[src/rtl/apb_interconnect_pkg.sv]
// Shared types and constants for the APB interconnect: FSM state encoding,
// slave slot indices and the decode-width helper.
package apb_pkg;

  typedef enum logic [1:0] {
    IDLE     = 2'd0,
    ACCESS   = 2'd1,
    TMO_RESP = 2'd2
  } apb_state_e;

  // Slot index of each peripheral; slot k starts at address k << SLV_SEL_B
  localparam int unsigned SLV_CNT     = 0;
  localparam int unsigned SLV_TMR     = 1;
  localparam int unsigned SLV_APB2SPI = 2;
  localparam int unsigned SLV_GPIO    = 3;

  function automatic int unsigned idx_width(input int unsigned addr_w,
                                            input int unsigned sel_b);
    return addr_w - sel_b;
  endfunction

endpackage

[src/rtl/apb_interconnect_if.sv]
// Bundles the CPU-side APB port, the per-slave return buses and the
// timeout/error status signals of the interconnect.
interface apb_interconnect_if #(
  parameter int APB_ADDR_W = 16,
  parameter int NUM_SLV    = 4
);
  logic [APB_ADDR_W-1:0] paddr;
  logic                  psel_cpu;
  logic                  penable_cpu;
  logic [32*NUM_SLV-1:0] prdata_slv;
  logic [NUM_SLV-1:0]    pready_slv;
  logic [NUM_SLV-1:0]    pslverr_slv;
  logic                  clr_tmo;
  logic [NUM_SLV-1:0]    psel_slv;
  logic [31:0]           prdata_cpu;
  logic                  pready_cpu;
  logic                  pslverr_cpu;
  logic [NUM_SLV-1:0]    tmo_slv;
  logic                  tmo_irq;
  logic [15:0]           err_cnt;

  // The interconnect itself
  modport slave (
    input  paddr, psel_cpu, penable_cpu, prdata_slv, pready_slv, pslverr_slv, clr_tmo,
    output psel_slv, prdata_cpu, pready_cpu, pslverr_cpu, tmo_slv, tmo_irq, err_cnt
  );

  // The surrounding system: CPU master plus the peripherals
  modport master (
    output paddr, psel_cpu, penable_cpu, prdata_slv, pready_slv, pslverr_slv, clr_tmo,
    input  psel_slv, prdata_cpu, pready_cpu, pslverr_cpu, tmo_slv, tmo_irq, err_cnt
  );
endinterface

[src/rtl/apb_interconnect_tmo_counter.sv]
// Access-phase wait counter; flags the wait cycle that exhausts the
// TMO_CYC budget. A TMO_CYC of 0 never expires.
module apb_tmo_counter #(
  parameter int TMO_CYC = 255,
  parameter int TMO_W   = 8
) (
  input  logic pclk,
  input  logic presetn,
  input  logic i_clr,
  input  logic i_inc,
  output logic o_expire
);
  localparam logic             ENABLE = (TMO_CYC != 0);
  localparam logic [TMO_W-1:0] LIMIT  = (TMO_CYC == 0) ? '0 : TMO_W'(TMO_CYC - 1);

  logic [TMO_W-1:0] r_cnt;

  always_ff @(posedge pclk or negedge presetn) begin
    if (!presetn) begin
      r_cnt <= '0;
    end else if (i_clr) begin
      r_cnt <= '0;
    end else if (i_inc) begin
      r_cnt <= r_cnt + TMO_W'(1);
    end
  end

  // Expiry is the wait cycle in which the count already equals TMO_CYC-1
  assign o_expire = ENABLE && i_inc && (r_cnt == LIMIT);

endmodule

[src/rtl/apb_interconnect.sv]
// APB interconnect: decodes the slave slot from the upper address bits, routes
// the response, errors unmapped accesses and aborts hung slaves on timeout.
module apb_interconnect
  import apb_pkg::*;
#(
  parameter int APB_ADDR_W = 16,
  parameter int NUM_SLV    = 4,
  parameter int SLV_SEL_B  = 11,
  parameter int TMO_CYC    = 255,
  parameter int TMO_W      = 8
) (
  input  logic               pclk,
  input  logic               presetn,
  apb_interconnect_if.slave  bus
);
  localparam int IDX_W = int'(idx_width(APB_ADDR_W, SLV_SEL_B));

  apb_state_e         r_state;
  apb_state_e         w_next;
  logic [NUM_SLV-1:0] r_tmo_slv;
  logic               r_tmo_irq;
  logic [15:0]        r_err_cnt;

  logic [IDX_W-1:0]   w_idx;
  logic               w_mapped;
  logic [NUM_SLV-1:0] w_hit;
  logic               w_rdy;
  logic               w_err;
  logic [31:0]        w_rdata;
  logic               w_pready;
  logic               w_pslverr;
  logic [31:0]        w_prdata;
  logic               w_inc;
  logic               w_cnt_clr;
  logic               w_expire;
  logic               w_to_tmo;

  function automatic logic [15:0] sat_inc(input logic [15:0] v);
    return (v == 16'hFFFF) ? v : v + 16'd1;
  endfunction

  assign w_idx    = bus.paddr[APB_ADDR_W-1:SLV_SEL_B];
  assign w_mapped = ({1'b0, w_idx} < (IDX_W+1)'(NUM_SLV));

  always_comb begin
    w_hit   = '0;
    w_rdy   = 1'b0;
    w_err   = 1'b0;
    w_rdata = '0;
    for (int k = 0; k < NUM_SLV; k++) begin
      if (w_idx == IDX_W'(k)) begin
        w_hit[k] = 1'b1;
        w_rdy    = bus.pready_slv[k];
        w_err    = bus.pslverr_slv[k];
        w_rdata  = bus.prdata_slv[32*k +: 32];
      end
    end
  end

  // Counter control lives outside the FSM block so expire never feeds back into it
  assign w_inc     = (r_state == ACCESS) && bus.psel_cpu && bus.penable_cpu &&
                     w_mapped && !w_rdy;
  assign w_cnt_clr = (r_state != ACCESS) || !bus.psel_cpu;

  apb_tmo_counter #(
    .TMO_CYC (TMO_CYC),
    .TMO_W   (TMO_W)
  ) u_tmo_counter (
    .pclk     (pclk),
    .presetn  (presetn),
    .i_clr    (w_cnt_clr),
    .i_inc    (w_inc),
    .o_expire (w_expire)
  );

  always_comb begin
    w_next    = r_state;
    w_pready  = 1'b0;
    w_pslverr = 1'b0;
    w_prdata  = '0;
    case (r_state)
      IDLE: begin
        if (bus.psel_cpu && !bus.penable_cpu) w_next = ACCESS;
      end
      ACCESS: begin
        if (w_mapped) begin
          w_pready  = bus.penable_cpu && w_rdy;
          w_pslverr = bus.penable_cpu && w_err;
          w_prdata  = bus.penable_cpu ? w_rdata : '0;
        end else begin
          w_pready  = bus.penable_cpu;
          w_pslverr = bus.penable_cpu;
        end
        if (!bus.psel_cpu || w_pready) w_next = IDLE;
        else if (w_expire)             w_next = TMO_RESP;
      end
      TMO_RESP: begin
        w_pready  = 1'b1;
        w_pslverr = 1'b1;
        w_next    = IDLE;
      end
      default: w_next = IDLE;
    endcase
  end

  assign w_to_tmo = (r_state == ACCESS) && (w_next == TMO_RESP);

  always_ff @(posedge pclk or negedge presetn) begin
    if (!presetn) begin
      r_state   <= IDLE;
      r_tmo_slv <= '0;
      r_tmo_irq <= 1'b0;
      r_err_cnt <= '0;
    end else begin
      r_state   <= w_next;
      r_tmo_irq <= w_to_tmo;
      // A new timeout survives a simultaneous clear for its own bit
      r_tmo_slv <= (bus.clr_tmo ? '0 : r_tmo_slv) | (w_to_tmo ? w_hit : '0);
      if (w_pready && w_pslverr) r_err_cnt <= sat_inc(r_err_cnt);
    end
  end

  assign bus.psel_slv    = (presetn && bus.psel_cpu && (r_state != TMO_RESP)) ? w_hit : '0;
  assign bus.pready_cpu  = presetn && w_pready;
  assign bus.pslverr_cpu = presetn && w_pslverr;
  assign bus.prdata_cpu  = presetn ? w_prdata : '0;
  assign bus.tmo_slv     = r_tmo_slv;
  assign bus.tmo_irq     = r_tmo_irq;
  assign bus.err_cnt     = r_err_cnt;

endmodule

[src/flat_wrapper.sv]
// flat-port wrapper written by rule: the top's interface ports become plain ports
module apb_interconnect_flat import apb_pkg::*;
#(
  parameter int APB_ADDR_W = 16,
  parameter int NUM_SLV    = 4,
  parameter int SLV_SEL_B  = 11,
  parameter int TMO_CYC    = 255,
  parameter int TMO_W      = 8
)
  (pclk, presetn, bus_paddr, bus_psel_cpu, bus_penable_cpu, bus_prdata_slv, bus_pready_slv, bus_pslverr_slv, bus_clr_tmo, bus_psel_slv, bus_prdata_cpu, bus_pready_cpu, bus_pslverr_cpu, bus_tmo_slv, bus_tmo_irq, bus_err_cnt);
  apb_interconnect_if #(.APB_ADDR_W(APB_ADDR_W), .NUM_SLV(NUM_SLV)) bus_i ();
  input  logic pclk;
  input  logic presetn;
  input wire logic [$bits(bus_i.paddr)-1:0] bus_paddr;
  input wire logic [$bits(bus_i.psel_cpu)-1:0] bus_psel_cpu;
  input wire logic [$bits(bus_i.penable_cpu)-1:0] bus_penable_cpu;
  input wire logic [$bits(bus_i.prdata_slv)-1:0] bus_prdata_slv;
  input wire logic [$bits(bus_i.pready_slv)-1:0] bus_pready_slv;
  input wire logic [$bits(bus_i.pslverr_slv)-1:0] bus_pslverr_slv;
  input wire logic [$bits(bus_i.clr_tmo)-1:0] bus_clr_tmo;
  output wire logic [$bits(bus_i.psel_slv)-1:0] bus_psel_slv;
  output wire logic [$bits(bus_i.prdata_cpu)-1:0] bus_prdata_cpu;
  output wire logic [$bits(bus_i.pready_cpu)-1:0] bus_pready_cpu;
  output wire logic [$bits(bus_i.pslverr_cpu)-1:0] bus_pslverr_cpu;
  output wire logic [$bits(bus_i.tmo_slv)-1:0] bus_tmo_slv;
  output wire logic [$bits(bus_i.tmo_irq)-1:0] bus_tmo_irq;
  output wire logic [$bits(bus_i.err_cnt)-1:0] bus_err_cnt;
  assign bus_i.paddr = bus_paddr;
  assign bus_i.psel_cpu = bus_psel_cpu;
  assign bus_i.penable_cpu = bus_penable_cpu;
  assign bus_i.prdata_slv = bus_prdata_slv;
  assign bus_i.pready_slv = bus_pready_slv;
  assign bus_i.pslverr_slv = bus_pslverr_slv;
  assign bus_i.clr_tmo = bus_clr_tmo;
  assign bus_psel_slv = bus_i.psel_slv;
  assign bus_prdata_cpu = bus_i.prdata_cpu;
  assign bus_pready_cpu = bus_i.pready_cpu;
  assign bus_pslverr_cpu = bus_i.pslverr_cpu;
  assign bus_tmo_slv = bus_i.tmo_slv;
  assign bus_tmo_irq = bus_i.tmo_irq;
  assign bus_err_cnt = bus_i.err_cnt;
  apb_interconnect #(.APB_ADDR_W(APB_ADDR_W), .NUM_SLV(NUM_SLV), .SLV_SEL_B(SLV_SEL_B), .TMO_CYC(TMO_CYC), .TMO_W(TMO_W)) u_core (.pclk(pclk), .presetn(presetn), .bus(bus_i));
endmodule
[config.mk]
export PLATFORM = sky130hd
export DESIGN_NAME = apb_interconnect_flat
export DESIGN_NICKNAME = d
export VERILOG_FILES = /design/src/rtl/apb_interconnect_pkg.sv /design/src/rtl/apb_interconnect_if.sv /design/src/rtl/apb_interconnect_tmo_counter.sv /design/src/rtl/apb_interconnect.sv /design/src/flat_wrapper.sv
export SDC_FILE = /design/constraint.sdc
export NUM_CORES = 1
export LEC_CHECK = 0
export ABC_CLOCK_PERIOD_IN_PS = 1600
export BUFFER_PORTS_ARGS = -buffer_cell sky130_fd_sc_hd__buf_2
export CORE_MARGIN = 1
export CORE_UTILIZATION = 35
export DETAILED_ROUTE_END_ITERATION = 7
export PLACE_DENSITY = 0.75
export SYNTH_ARGS = -nofsm -noshare
export SYNTH_HDL_FRONTEND = slang
export SYNTH_SLANG_ARGS = --single-unit
export TNS_END_PERCENT = 50
[constraint.sdc]
create_clock -name pclk -period 1.6 [get_ports pclk]
set_input_delay 0.16 -clock pclk [delete_from_list [all_inputs] [get_ports pclk]]
set_output_delay 0.16 -clock pclk [all_outputs]
set_load 0.1 [all_outputs]
Word level (Yosys, flattened, before mapping)
Cells that the tools add are included.

Multiply operators: 0. Add/sub/neg operators: 2. Muxes and demuxes: 34. Bitwise logic cells: 2. Shifts and indexed selects: 0. Equal/unequal tests: 10. Magnitude comparators: 1. Div/mod/pow operators: 0. Reductions and logical operators: 23.

Operators by type and width (number): 2-to-1 mux 32 bit (8); adder 16 x 1 -> 16 bit (second input constant) (1); equality test 16 bit (second input constant) (1); 2-to-1 mux 8 bit (2); 2-to-1 mux 1 bit (15); logical AND 1 bit (14); 2-to-1 mux 4 bit (3); equality test 5 x 2 -> 1 bit (second input constant) (2); adder 8 x 1 -> 8 bit (second input constant) (1); equality test 8 bit (second input constant) (1); 2-to-1 mux 2 bit (3); equality test 5 x 1 -> 1 bit (second input constant) (1); logical NOT 5 bit (1); < comparator 5 x 3 -> 1 bit (second input constant) (1); equality test 2 bit (second input constant) (2); OR 4 bit (1); case mux 1 bit (2 select lines) (2); case mux 2 bit (2 select lines) (1); logical NOT 1 bit (3); equality test 2 x 1 -> 1 bit (second input constant) (1); logical NOT 2 bit (1); logical OR 1 bit (2); inequality test 2 x 1 -> 1 bit (second input constant) (1); inequality test 2 bit (second input constant) (1); 3 further kinds (3).

Register bits after elaboration: 31. Output and inout bits: 59. Bits in latches: 0. Memories: 0. RAM bits: 0. Input bits: 157. Bits in read-only memories: 0.

Depth between registers and ports, before layout
Depth in word-level cells: 15. Gate-level depth with buffers: 8. Mapped depth without buffers: 7.

Hierarchy
A second synthesis with hierarchy kept.

Cells, all modules: 351. Area, all modules: 2885.3 um^2.

Modules (own cells, without submodules): apb_interconnect (instances 1, seq. area each 575.6 um^2, cells an instance 310, area each 2473.6 um^2); apb_tmo_counter (instances 1, seq. area each 200.2 um^2, cells an instance 41, area each 411.6 um^2).

Worst setup path before layout
OpenSTA, ideal clock, no wires.

Kind: in2out. Start point: input bus_paddr[11]. End point: output bus_prdata_cpu[24]. Slack: -1963 ps. Stages on the path: 5. Arrival: 3403 ps. Path through: buf_2 clkbuf_1 buf_1 mux2i_1 a211oi_1.

Cells in the longest elaborated chain, start to end: 9. Elaborated cells between the ends (all ways): 13.

RTL lines: start: declaration (RTL line flat_wrapper.sv:14) `input wire logic [$bits(bus_i.paddr)-1:0] bus_paddr;`; logical NOT 5 bit (RTL line apb_interconnect.sv:51) `if (w_idx == IDX_W'(k)) begin`; 2-to-1 mux 32 bit (4 in a row) (RTL line apb_interconnect.sv:51); 2-to-1 mux 32 bit (RTL line apb_interconnect.sv:89) `w_prdata = bus.penable_cpu ? w_rdata : '0;`; 2-to-1 mux 32 bit * (RTL line apb_interconnect.sv:86) `if (w_mapped) begin`; 2-to-1 mux 32 bit * (RTL line apb_interconnect.sv:81) `case (r_state)`; 2-to-1 mux 32 bit * (RTL line apb_interconnect.sv:126) `assign bus.prdata_cpu = presetn ? w_prdata : '0;`; end: declaration (RTL line flat_wrapper.sv:22) `output wire logic [$bits(bus_i.prdata_cpu)-1:0] bus_prdata_cpu;`.

Every way passes the cells marked *; elsewhere a longest branch is shown, timed or not.

Final worst setup path
Start point: register u_core.r_state[0]. End point: output bus_prdata_cpu[3].

Cells in the longest elaborated chain, start to end: 3.

RTL lines: start: declaration (RTL line apb_interconnect.sv:18) `apb_state_e r_state;`; start signal: assignment (RTL line apb_interconnect.sv:115) `r_state <= w_next;`; equality test 2 x 1 -> 1 bit (RTL line apb_interconnect.sv:81); 2-to-1 mux 32 bit (RTL line apb_interconnect.sv:81); 2-to-1 mux 32 bit (RTL line apb_interconnect.sv:126).

No other way between the ends.

==> summary.txt <==
Detailed routing
  – Mean number of vias per cell: 5.381
  – Vias: 3600
  – Drt pass-1 iters: 4
  – Final ANT Viol Nets: 0
  – Final WL: 11710 um
  – Initial DRC count: 116
  – Per-cell routed wire length: 17.51 um
  – DRC errors left: 0

Power
  – PD cells: 610.1 mW/mm^2
  – Leak pwr: 2.531 nW
  – Peak VDD IR: 0.001410 V

Run
  – Max-Cap Viols: 0

Status
  – Status: finished, violations left
  – Failing checks: negative setup slack

Synthesis
  – FFs w/ async S/R, synth: 1.000
  – Mapped Cells: 318
  – Yosys top cell by area: dfrtp_1
  – Synth area leaders: dfrtp_1 (28%), a211oi_1 (17%), mux2i_1 (12%)
  – Count leader, synth: a211oi_1
  – Synth warn: 0
  – Sequential share of the synthesized area: 0.2756
  – Yosys reg bits: 31
  – Synthesized area per cell: 8.853 um^2
  – Post-synth top cells: a211oi_1 (62), and2_1 (36), mux2i_1 (35)
  – Number of synthesized flops with an enable pin: 0
  – Synthesized Nets: 481
  – Yosys top cell area share: 0.2756
  – Mapped Area: 0.002815 mm^2
  – Distinct cells, synth: 42
  – Ys flop type: dfrtp_1

Place
  – GPL Wtd Cong: 0.8978
  – Dpl cells: 653
  – Post-DP Area: 0.005371 mm^2
  – HPWL Detailed: 9265 um
  – Pre-CTS setup slack: -0.2416 ns
  – PortBufs: 204

Timing
  – Fin. Hold Viols: 0
  – F_max: 501.3 MHz
  – Final max-slew violation count: 0
  – Worst setup margin: -0.3946 ns
  – RSZ-0062 raised after global routing: yes
  – Slew HR: 0.6421
  – Hold_ws: 0.2527 ns
  – Fin crit share: 1.247
  – Final setup fails: 59
  – Final min period: 1.995 ns
  – Clock Skews: 0.007687 ns
  – Least-Margin Pin Slew: 0.5336 ns

GRT
  – Total grt overflow: 0
  – Largest net degree at the start of global routing: 35
  – Gr usage total: 0.2744
  – Vias in the first global route: 3721
  – First-pass GRT wire length: 18280 um
  – Initial antenna violation count: 1

Worst setup path
  – CP max FO: 6
  – Worst setup path end: bus_prdata_cpu[3]
  – R2r setup slk: -0.21 ns
  – CP Launch Point: u_core.r_state[0]$_DFF_PN0_
  – Crit end category: primary output
  – Worst r2r dst: u_core.bus.tmo_slv[0]$_DFF_PN0_
  – R2R Path Start: u_core.r_state[0]$_DFF_PN0_
  – R2R cell count: 7
  – Crit path kind: reg -> out
  – Worst Path Required: 1.44 ns
  – CP startpoint kind: flop
  – Critical Path AT: 1.83 ns

Floorplanning
  – Ports: 216
  – Starting Density: 0.3624
  – Die area: 0.008406 mm^2
  – Core Area: 0.007767 mm^2
  – Die height: 91.69 um
  – Site Rows: 32
  – Chip Width: 91.69 um

CTS
  – Clock root cell: clkbuf_8
  – CTS tree: done
  – CTS clk-pin slew, worst paths: 0.07 ns
  – Maximum buffer depth of the clock tree: 2
  – Clock sink count: 31
  – H-tree depth: 2
  – Total CTS buffers: 5
  – Worst skew pair latency: 0.29 ns

Layout
  – Fin area: 0.005628 mm^2
  – Fraction of layout cells with a size suffix above 1: 0.5830
  – Final Non-Filler Cells: 669
  – Total Nets Final: 728
  – Final core utilization: 0.7245
  – # fillers: 535
  – Area delta synth->final: 99.91%

Min path
  – Hold crit path type: in -> reg
==> kinds of logic after synthesis <==
kind of cell | count (synthesis) | share of synthesized area
xor+xnor | 21 | 0.06533
flops | 31 | 0.2756
simple gates | 111 | 0.2271
buf+inv | 29 | 0.04222
mux | 38 | 0.1404
compound gates | 82 | 0.2227
fa+ha+maj | 6 | 0.02667
==> repair_timing <==
action                                 4_1_cts  5_1_grt
cloned                                       0        1
endpoints found under the hold margin       31        0
hold buffers                                 1        0
setup buffers                                2        3
gates resized for setup                     10        4
setup endpoints to repair                   59       59
pin swaps                                    7        4
==> where the power goes <==
| part | internal [mW] | leakage, nW | total, mW | switching (mW) |
|---|---|---|---|---|
| combinational | 0.674 | 2.05 | 1.72 | 1.05 |
| clock | 0.504 | 0.0612 | 0.803 | 0.299 |
| sequential | 0.850 | 0.416 | 0.912 | 0.0619 |
==> metal layers <==
layer | global-route usage | vias up | routed length (um)
met4 | 0.08598 | 0 | 306
met2 | 0.5132 | 158 | 6400
met5 | 0 | - | 0
li1 | - | 1668 | -
met1 | 0.3076 | 1752 | 4168
met3 | 0.05970 | 22 | 839
==> how the worst min path moves through the flow <==
| stage | startpoint | cells after the start | to |
|---|---|---|---|
| after floorplan | presetn | 0 | u_core.bus.err_cnt[0]$_DFFE_PN0P_ |
| after global placement | presetn | 2 | u_core.bus.err_cnt[14]$_DFFE_PN0P_ |
| after detailed placement | presetn | 2 | u_core.bus.err_cnt[14]$_DFFE_PN0P_ |
| after CTS | bus_clr_tmo | 3 | u_core.bus.tmo_slv[1]$_DFF_PN0_ |
| after global routing | bus_clr_tmo | 3 | u_core.bus.tmo_slv[2]$_DFF_PN0_ |
| final | bus_clr_tmo | 3 | u_core.bus.tmo_slv[1]$_DFF_PN0_ |
==> critical path, stage by stage, from the launching register on <==
cell and delay, ns:
dfrtp_1 0.39, buf_6 0.12, ha_4 0.14, nand4_1 0.11, buf_6 0.17, buf_4 0.18
a211oi_4 0.22, buf_12 0.21
==> cell usage in the layout (no fill, tap or decap), types with 2 or more instances in the layout <==
cell      netlist  final
and4_1          2      2
a21oi_1         5      4
dfrtp_2         0      7
and3_1          9      9
buf_6           0      3
nor2_4          0      3
inv_1           4      3
a211oi_1       62     31
mux2i_1        35     35
nand3_1        13     13
xor2_1          6      6
ha_1            6      4
buf_12          0     46
a211oi_4        0     31
clkbuf_8        0      6
buf_2           5    166
a32o_1          4      4
dfrtp_1        31     24
mux2_2          2      2
nor2_1         13      9
buf_4           1     47
nor3_4          0      2
xnor2_1        15     15
nor3_1          4      2
and2_1         36     36
nand4_1        12     12
nand2_1        13     13
==> metrics by stage <==
step                setup TNS, ns  power, mW
global route               -19.56      3.585
global placement           -6.899      2.504
CTS                        -14.60      3.408
finish                     -15.11      3.434
floorplan                  -27.18      1.916
detailed placement         -8.328      2.547
==> area by class of cell <==
| cell class | instances | area, um^2 | share of cell area |
|---|---|---|---|
| antenna | 1 | 2.502 | 0.0004446 |
| clock buffer | 6 | 82.58 | 0.01467 |
| inverter | 5 | 18.77 | 0.003335 |
| sequential | 31 | 784.5 | 0.1394 |
| clock inverter | 2 | 35.03 | 0.006225 |
| tap | 102 | 127.6 | 0.02268 |
| multi-input combinational | 258 | 2404 | 0.4271 |
| timing repair buffer | 264 | 2173 | 0.3862 |
==> sequential cells by signal (all words and copies together), names as in the netlist <==
name                        flops
u_core.bus.err_cnt             16
u_core.u_tmo_counter.r_cnt      8
u_core.bus.tmo_slv              4
u_core.r_state                  2
u_core.bus.tmo_irq              1
(Power assumes the default switching activity.)
